==> src/rtl/pipeline_ctrl_pkg.sv <==
// Shared encodings for the pipeline sequencer: exception types, stall-bit
// indices, stall polarity constants and the sequencer state.
package pipeline_ctrl_pkg;

  typedef enum logic [1:0] {
    EXC_NONE    = 2'b00,
    EXC_SYSCALL = 2'b01,
    EXC_BREAK   = 2'b10,
    EXC_ERTN    = 2'b11
  } exc_type_e;

  localparam int STALL_W     = 7;
  localparam int STALL_PC    = 0;
  localparam int STALL_IF    = 1;
  localparam int STALL_IFID  = 2;
  localparam int STALL_IDEX  = 3;
  localparam int STALL_EXMEM = 4;
  localparam int STALL_MEMWB = 5;
  localparam int STALL_WB    = 6;

  localparam logic Stop   = 1'b1;
  localparam logic NoStop = 1'b0;

  typedef enum logic {
    ST_RUN      = 1'b0,
    ST_REDIRECT = 1'b1
  } ctrl_state_e;

  // A requester freezes its own register and everything upstream of it.
  function automatic logic [STALL_W-1:0] stall_upto(input int top);
    logic [STALL_W-1:0] v;
    for (int i = 0; i < STALL_W; i++) begin
      v[i] = (i <= top) ? Stop : NoStop;
    end
    return v;
  endfunction

endpackage

==> src/rtl/pipeline_ctrl_stall_watchdog.sv <==
// Stall statistics: total cycles with the PC frozen, plus a sticky flag
// raised once the PC has been frozen for STALL_TIMEOUT consecutive cycles.
module pipeline_ctrl_stall_watchdog
  import pipeline_ctrl_pkg::*;
#(
  parameter int STALL_TIMEOUT = 1023,
  parameter int CNT_W         = 32
) (
  input  logic             clk,
  input  logic             rst,
  input  logic             stall_pc,
  output logic [CNT_W-1:0] stall_cycles,
  output logic             stall_timeout
);

  localparam int RUN_W = (STALL_TIMEOUT < 1) ? 1 : $clog2(STALL_TIMEOUT + 1);
  localparam logic [RUN_W-1:0] RUN_MAX = RUN_W'(STALL_TIMEOUT);

  logic [RUN_W-1:0] run_cnt_q, run_cnt_d;
  logic [CNT_W-1:0] stall_cycles_q, stall_cycles_d;
  logic             timeout_q, timeout_d;
  logic             run_hit;

  assign run_hit = (run_cnt_q == RUN_MAX);

  always_comb begin
    run_cnt_d      = '0;
    stall_cycles_d = stall_cycles_q;
    if (stall_pc) begin
      run_cnt_d      = run_hit ? RUN_MAX : run_cnt_q + RUN_W'(1);
      stall_cycles_d = stall_cycles_q + CNT_W'(1);
    end
    timeout_d = timeout_q | run_hit;
  end

  always_ff @(posedge clk) begin
    if (rst) begin
      run_cnt_q      <= '0;
      stall_cycles_q <= '0;
      timeout_q      <= 1'b0;
    end else begin
      run_cnt_q      <= run_cnt_d;
      stall_cycles_q <= stall_cycles_d;
      timeout_q      <= timeout_d;
    end
  end

  // The flag is visible in the same cycle the run counter reaches the limit.
  assign stall_cycles  = stall_cycles_q;
  assign stall_timeout = timeout_q | run_hit;

endmodule

==> src/rtl/pipeline_ctrl.sv <==
// Central pipeline sequencer: merges stall requests, resolves MEM-stage
// exceptions/ertn and EX branch redirects into flushes and a new fetch PC.
module pipeline_ctrl
  import pipeline_ctrl_pkg::*;
#(
  parameter int PC_W          = 32,
  parameter int STALL_TIMEOUT = 1023,
  parameter int CNT_W         = 32
) (
  input  logic               clk,
  input  logic               rst,
  input  logic               stallreq_if,
  input  logic               stallreq_id,
  input  logic               stallreq_ex,
  input  logic               stallreq_mem,
  input  logic               mem_inst_valid,
  input  logic [1:0]         mem_excepttype,
  input  logic [PC_W-1:0]    mem_inst_pc,
  input  logic [PC_W-1:0]    csr_eentry,
  input  logic [PC_W-1:0]    csr_era,
  input  logic               ex_branch_flag,
  input  logic [PC_W-1:0]    ex_branch_target,
  output logic [STALL_W-1:0] stall,
  output logic               flush,
  output logic               flush_front,
  output logic               new_pc_valid,
  output logic [PC_W-1:0]    new_pc,
  output logic               exc_commit,
  output logic [1:0]         exc_code,
  output logic [PC_W-1:0]    exc_era,
  output logic [CNT_W-1:0]   stall_cycles,
  output logic               stall_timeout
);

  ctrl_state_e        state_q, state_d;
  logic [PC_W-1:0]    redir_pc_q, redir_pc_d;
  logic [PC_W-1:0]    new_pc_q, new_pc_d;
  logic [1:0]         exc_code_q, exc_code_d;
  logic [PC_W-1:0]    exc_era_q, exc_era_d;
  logic [STALL_W-1:0] stall_req;
  logic               in_run;
  logic               redirecting;
  logic               exc_hit;
  logic               br_hit;

  always_comb begin
    stall_req = '0;
    if (!rst) begin
      if (stallreq_mem)      stall_req = stall_upto(STALL_MEMWB);
      else if (stallreq_ex)  stall_req = stall_upto(STALL_EXMEM);
      else if (stallreq_id)  stall_req = stall_upto(STALL_IDEX);
      else if (stallreq_if)  stall_req = stall_upto(STALL_IFID);
    end
    stall_req[STALL_WB] = NoStop;
  end

  assign in_run      = !rst && (state_q == ST_RUN);
  assign redirecting = !rst && (state_q == ST_REDIRECT);

  // An exception parked behind an outstanding memory access is taken once it drains.
  assign exc_hit = in_run && mem_inst_valid && (mem_excepttype != EXC_NONE) && !stallreq_mem;
  assign br_hit  = in_run && ex_branch_flag && !stall_req[STALL_EXMEM] && !exc_hit;

  always_comb begin
    flush        = exc_hit;
    flush_front  = br_hit;
    exc_commit   = exc_hit;
    stall        = (exc_hit || br_hit) ? '0 : stall_req;
    new_pc_valid = redirecting || br_hit;
    new_pc       = new_pc_q;
    if (redirecting)  new_pc = redir_pc_q;
    else if (br_hit)  new_pc = ex_branch_target;
    exc_code     = exc_hit ? mem_excepttype : exc_code_q;
    exc_era      = exc_hit ? mem_inst_pc    : exc_era_q;
  end

  always_comb begin
    new_pc_d   = new_pc;
    exc_code_d = exc_code;
    exc_era_d  = exc_era;
    redir_pc_d = redir_pc_q;
    if (exc_hit) begin
      redir_pc_d = (mem_excepttype == EXC_ERTN) ? csr_era : csr_eentry;
    end
    // REDIRECT always lasts one cycle; only an exception leaves RUN.
    state_d = exc_hit ? ST_REDIRECT : ST_RUN;
  end

  always_ff @(posedge clk) begin
    if (rst) begin
      state_q    <= ST_RUN;
      redir_pc_q <= '0;
      new_pc_q   <= '0;
      exc_code_q <= '0;
      exc_era_q  <= '0;
    end else begin
      state_q    <= state_d;
      redir_pc_q <= redir_pc_d;
      new_pc_q   <= new_pc_d;
      exc_code_q <= exc_code_d;
      exc_era_q  <= exc_era_d;
    end
  end

  pipeline_ctrl_stall_watchdog #(
    .STALL_TIMEOUT (STALL_TIMEOUT),
    .CNT_W         (CNT_W)
  ) u_watchdog (
    .clk           (clk),
    .rst           (rst),
    .stall_pc      (stall[STALL_PC]),
    .stall_cycles  (stall_cycles),
    .stall_timeout (stall_timeout)
  );

endmodule

==> config.mk <==
export PLATFORM = sky130hd
export DESIGN_NAME = pipeline_ctrl
export DESIGN_NICKNAME = d
export VERILOG_FILES = /design/src/rtl/pipeline_ctrl_pkg.sv /design/src/rtl/pipeline_ctrl_stall_watchdog.sv /design/src/rtl/pipeline_ctrl.sv
export SDC_FILE = /design/constraint.sdc
export NUM_CORES = 1
export LEC_CHECK = 0
export ABC_AREA = 1
export CAP_MARGIN = 5
export CORE_ASPECT_RATIO = 1.5
export CORE_MARGIN = 3
export CORE_UTILIZATION = 49
export CTS_CLUSTER_SIZE = 30
export DETAILED_ROUTE_END_ITERATION = 10
export GPL_TIMING_DRIVEN = 0
export PLACE_DENSITY = 0.87
export SLEW_MARGIN = 10
export SYNTH_ARGS = -nofsm -noshare
export SYNTH_HDL_FRONTEND = slang
export SYNTH_SLANG_ARGS = --single-unit
==> constraint.sdc <==
create_clock -name clk -period 2.85 [get_ports clk]
set_input_delay 0.285 -clock clk [delete_from_list [all_inputs] [get_ports clk]]
set_output_delay 0.285 -clock clk [all_outputs]
set_load 0.05 [all_outputs]
* Word-level counts from Yosys, hierarchy flattened *
Cells that the tools add are included.

word-level totals
  register bits after elaboration = 142
  word-level logic and storage cells = 44

cells by class
  add/subtract/negate cells = 2
  equal/unequal tests = 2
  mux-type cells = 13
  bitwise gates (word level) = 3
  reduce and logical (&&, ||, !) cells = 16

operators by type and width
  cell                                                              number
  32-bit 2-to-1 mux                                                 4
  32-bit by 1-bit adder with 32-bit output (second input constant)  1
  6-bit 2-to-1 mux                                                  3
  10-bit by 1-bit adder with 10-bit output (second input constant)  1
  10-bit == test (second input constant)                            1
  10-bit 2-to-1 mux                                                 1
  1-bit logical AND                                                 8
  5-bit 2-to-1 mux                                                  1
  1-bit zero test                                                   4
  4-bit 2-to-1 mux                                                  1
  3-bit 2-to-1 mux                                                  1
  2-bit == test (second input constant)                             1
  1-bit logical OR                                                  2
  2-bit 2-to-1 mux                                                  1
  1-bit inverter                                                    2
  2-bit nonzero test                                                1
  2-bit OR reduction                                                1
  1-bit 2-to-1 mux                                                  1
  1-bit bitwise OR                                                  1

* Longest topological paths before layout *
Gate-level depths: netlist of run 1.

  depth after elaboration = 12
  mapped depth = 12
  depth with buffers taken out = 9

* By module *
A second synthesis of run 1 with hierarchy kept.

second synthesis, totals
  cells, all modules = 1140
  area total of the unflattened synthesis = 7327.0 µm²

modules (own cells, without submodules)
  module                        instances  cells an instance  area each (µm²)
  pipeline_ctrl                 1          800                5083.6
  pipeline_ctrl_stall_watchdog  1          340                2243.4

* Worst setup path after synthesis of run 1 *
Ideal clock, no wire load.

  path type = input to output
  start = input mem_excepttype[0]
  end = output stall[4]
  arrival = 2.274 ns
  slack = 0.291 ns
  cell stages on the path = 9
  cell sequence = buf_2 -> inv_2 -> nand2_1 -> nand3_2 -> buf_6 -> inv_2 -> buf_2 -> buf_2 -> nor3_1

on the way
  word-level cells in the longest chain between the ends = 7

RTL lines
  what                              RTL line             source
  from (decl)                       pipeline_ctrl.sv:17  input logic [1:0] mem_excepttype,
  2-bit nonzero test *              pipeline_ctrl.sv:61  assign exc_hit = in_run && mem_inst_valid && (mem_excepttype != EXC_NONE) && !stallreq_mem;
  1-bit logical AND * (2 in a row)  pipeline_ctrl.sv:61
  net exc_commit                    pipeline_ctrl.sv:28  output logic exc_commit,
  1-bit zero test                   pipeline_ctrl.sv:62  assign br_hit = in_run && ex_branch_flag && !stall_req[STALL_EXMEM] && !exc_hit;
  1-bit logical AND                 pipeline_ctrl.sv:62
  1-bit logical OR *                pipeline_ctrl.sv:68  stall = (exc_hit || br_hit) ? '0 : stall_req;
  6-bit 2-to-1 mux *                pipeline_ctrl.sv:68
  to (decl)                         pipeline_ctrl.sv:23  output logic [STALL_W-1:0] stall,

Mark *: on every way through the listed nets, which the timed path passes. The rest lies on a longest branch.

* Worst setup path in the final report of run 1 *
  start = input stallreq_mem
  end = output new_pc[31]

on the way
  word-level cells in the longest chain between the ends = 7
  elaborated cells on any way between the ends = 10

RTL lines
  what                 RTL line             source
  from (decl)          pipeline_ctrl.sv:15  input logic stallreq_mem,
  6-bit 2-to-1 mux     pipeline_ctrl.sv:49  if (stallreq_mem) stall_req = stall_upto(STALL_MEMWB);
  6-bit 2-to-1 mux     pipeline_ctrl.sv:48  if (!rst) begin
  1-bit zero test      pipeline_ctrl.sv:62
  1-bit logical AND    pipeline_ctrl.sv:62
  1-bit logical AND *  pipeline_ctrl.sv:62
  32-bit 2-to-1 mux *  pipeline_ctrl.sv:72  else if (br_hit) new_pc = ex_branch_target;
  32-bit 2-to-1 mux *  pipeline_ctrl.sv:71  if (redirecting) new_pc = redir_pc_q;
  to (decl)            pipeline_ctrl.sv:27  output logic [PC_W-1:0] new_pc,

Mark *: on every way between the ends. The rest lies on a longest branch, timed or not.

==> results_dict.tcl, run 1 <==
set metrics [dict create \
    drtIter0Drc 280 \
    drc 0 \
    ys_seq_elements 142 \
    cts_tree "done" \
    hold_path_class "primary input to register" \
    setup_viol 0 \
    die-area_um2 15400 \
    ys_seq_area_share_pct 41.6 \
    synthesis.nets 1137 \
    crit_path_end_kind "primary output" \
    ys_top_cells_by_area "dfxtp_1 (42%), nand2_1 (12%), inv_1 (6.6%), nor2_1 (5.6%), nand3_1 (5.4%)" \
    synth_cells 997 \
    drive_gt1_share_pct 10.8 \
    synth_top_area_share_pct 41.6 \
    fin_nets 1399 \
    maxSlewHeadroom_pct 60.5 \
    syn_to_final_growth_pct 43.8 \
    hpwl_um 17000 \
    io_pins 248 \
    rsz0062_at_grt "false" \
    startpoint "stallreq_mem" \
    clock_path_buffers 2 \
    antenna_found_initial 0 \
    post-place-ws_ns -0.401 \
    post_drt_wl_per_cell_um 15.5 \
    place_inst 1402 \
    finalPower_mw 5.22 \
    routabilityCongestion 0.895 \
    maxSlewViolCount 0 \
    fin_util_pct 72.4 \
    grtUsageMet1_pct 30.2 \
    yosysUniqueCellTypes 35 \
    clock_sinks 142 \
    worstPathMaxFanout 10 \
    synth_top_cell_by_area "dfxtp_1" \
    cts_root_buf "clkbuf_16" \
    rows 52 \
    coreArea_um2 13600 \
    die_y_um 151 \
    viasPerCell 5.24 \
    overflow 0 \
    die_x_um 102 \
    period_share_pct 94.6 \
    grt_util_met2_pct 51.3 \
    hold_viol_final 0 \
    setup_ws_ns 0.155 \
    crit_type "primary input to primary output" \
    firstDrtPassIters 5 \
    htree_levels 4 \
    worst_pin_slew_ns 0.593 \
    stdcell_count 1435 \
    clkLatencyLatePin_ns 0.42 \
    ir_worst_vdd_mv 0.375 \
    grt_usage_pct 29.0 \
    grtUsageMet3_pct 7.83 \
    ant_nets 0 \
    grt_pass1_vias 7313 \
    fin_skew_ns 0.0113 \
    routed_wl_um 22200 \
    syn_area_um2 6840 \
    synth_warnings 0 \
    max_freq_mhz 371 \
    nFillCells 1116 \
    holdWs_ns 0.240 \
    cts_buffers 17 \
    clk_pin_slew_ns 0.06 \
    fin_crit_ns 2.69 \
    cellPowerDensity_nw_per_um2 530 \
    power_leakage_nw 4.70 \
    startpoint_type "primary input" \
    cp.required_ns 2.57 \
    grt-busiest-layer "met2" \
    start_util_pct 50.3 \
    arrival_ns 2.41 \
    r2r-start "u_watchdog.stall_cycles[0]" \
    grt_pass1_wl_um 35000 \
    hold_start "mem_excepttype[1]" \
    place.port_buffers 243 \
    syn_area_per_cell_um2 6.86 \
    maxCapViolCount 0 \
    post_cts_buffers 0 \
    vias 7520 \
    outcome "completed" \
    grt_max_degree 17 \
]
-- stage by stage --
| step | instance area [um^2] | setup TNS (ns) |
|---|---|---|
| after detailed placement | 9480 | -14.04 |
| after floorplan | 6840 | 0 |
| after global placement | 9480 | -13.37 |
| after CTS | 9970 | 0 |
| final | 9840 | 0 |
| after global routing | 9840 | 0 |
-- critical path, stage by stage --
cell	delay, ns
clkdlybuf4s50_1	0.47
nor2_2	0.21
nand3_2	0.10
buf_6	0.17
nand2_2	0.09
buf_2	0.25
o211ai_1	0.14
nand2_1	0.11
dlygate4sd2_1	0.59
-- sequential cells by signal, summed over array words and instances, names as in the netlist --
name,cells
u_watchdog.timeout_q,1
redir_pc_q,32
exc_era_q,32
new_pc_q,32
state_q,1
u_watchdog.stall_cycles,32
u_watchdog.run_cnt_q,10
exc_code_q,2
-- cells in the mapped netlist --
master and number:
o21ai_0 62, inv_1 121, ha_1 2, inv_2 3, xor2_1 4, nand2_4 1
nor2_8 1, buf_1 3, buf_6 7, buf_4 6, nand4_1 12, xnor2_1 2
nor2_2 5, buf_2 18, clkbuf_1 28, or2_2 12, o21ai_1 9, or2_1 6
nand2_1 227, nor2_4 1, o21a_1 1, o211ai_1 32, nand3_2 1, nor2_1 102
a31oi_1 32, clkbuf_2 3, dfxtp_1 142, nand2_2 2, nand3b_1 1, o211a_1 1
nor3_1 5, nand3_1 74, conb_1 1, a21oi_1 54, or2_0 16
-- final timing paths --
check / to / slack, ns / cells after the start
min reg2reg: u_watchdog.run_cnt_q[0] / 0.47 / 1
min: redir_pc_q[31] / 0.24 / 3
max reg2reg: u_watchdog.stall_cycles[30] / 0.97 / 9
max: new_pc[31] / 0.16 / 9
-- logic make-up after synthesis --
logic type	share of synthesized area, %
AOI/OAI and AO/OA	15.8
and+or+nand+nor	29.6
adders and majority gates	0.366
other	0.0548
buffers and inverters	11.9
xor gates and xnor gates	0.768
DFF	41.6
-- layout by cell type, fill, tap and decap left out, drive strengths merged, types with 2 or more instances in the layout --
cell,netlist,layout
xnor2,2,2
o211ai,32,32
inv,124,127
clkinv,0,2
nand2,230,230
bufinv,0,2
nor2,109,109
buf,34,34
clkdlybuf4s15,0,14
o21ai,71,71
or2,34,34
a31oi,32,32
nor3,5,5
a21oi,54,54
clkbuf,31,94
clkinvlp,0,5
xor2,4,4
dlymetal6s2s,0,3
nand4,12,12
ha,2,2
clkdlybuf4s50,0,167
dfxtp,142,142
nand3,75,75
dlygate4sd2,0,15
-- per-layer routing --
| metal | part of all wire (%) | up-vias |
|---|---|---|
| met5 | 0 | - |
| met4 | 5.1 | 0 |
| met3 | 6.9 | 77 |
| met2 | 53 | 307 |
| met1 | 35 | 3409 |
| li1 | - | 3727 |
-- power breakdown --
group          switching, mW  internal, mW
logic                  0.590         0.354
clock network          0.897          1.30
registers             0.0265          2.05
-- cell type report --
class                      count  area (um^2)  area share, %
multi-input combinational    666         3190           32.4
sequential                   142         2840           28.9
timing repair buffer         243         2210           22.5
inverter                     124          465           4.73
clock buffer                  20          437           4.44
buffer                        65          348           3.54
tap                          162          203           2.06
clock inverter                12          138           1.40
antenna                        1         2.50         0.0254
-- repair_timing --
| item | in CTS | in global routing |
|---|---|---|
| gates resized for setup | 85 | 99 |
| pin swaps | 0 | 0 |
| hold buffers | 0 | 0 |
| setup endpoints to repair | 73 | 65 |
| cloned | 0 | 0 |
(Power assumes the default switching activity.)
==> inputs of run 2 (changes only) <==
--- a/config.mk
+++ b/config.mk
@@ -6,7 +6,7 @@
 export NUM_CORES = 1
 export LEC_CHECK = 0
 export ABC_AREA = 1
-export CAP_MARGIN = 5
+export CAP_MARGIN = 0
 export CORE_ASPECT_RATIO = 1.5
 export CORE_MARGIN = 3
 export CORE_UTILIZATION = 49
==> results of run 2 <==
The final DEF is identical to that of run 1; final timing and power are the same.
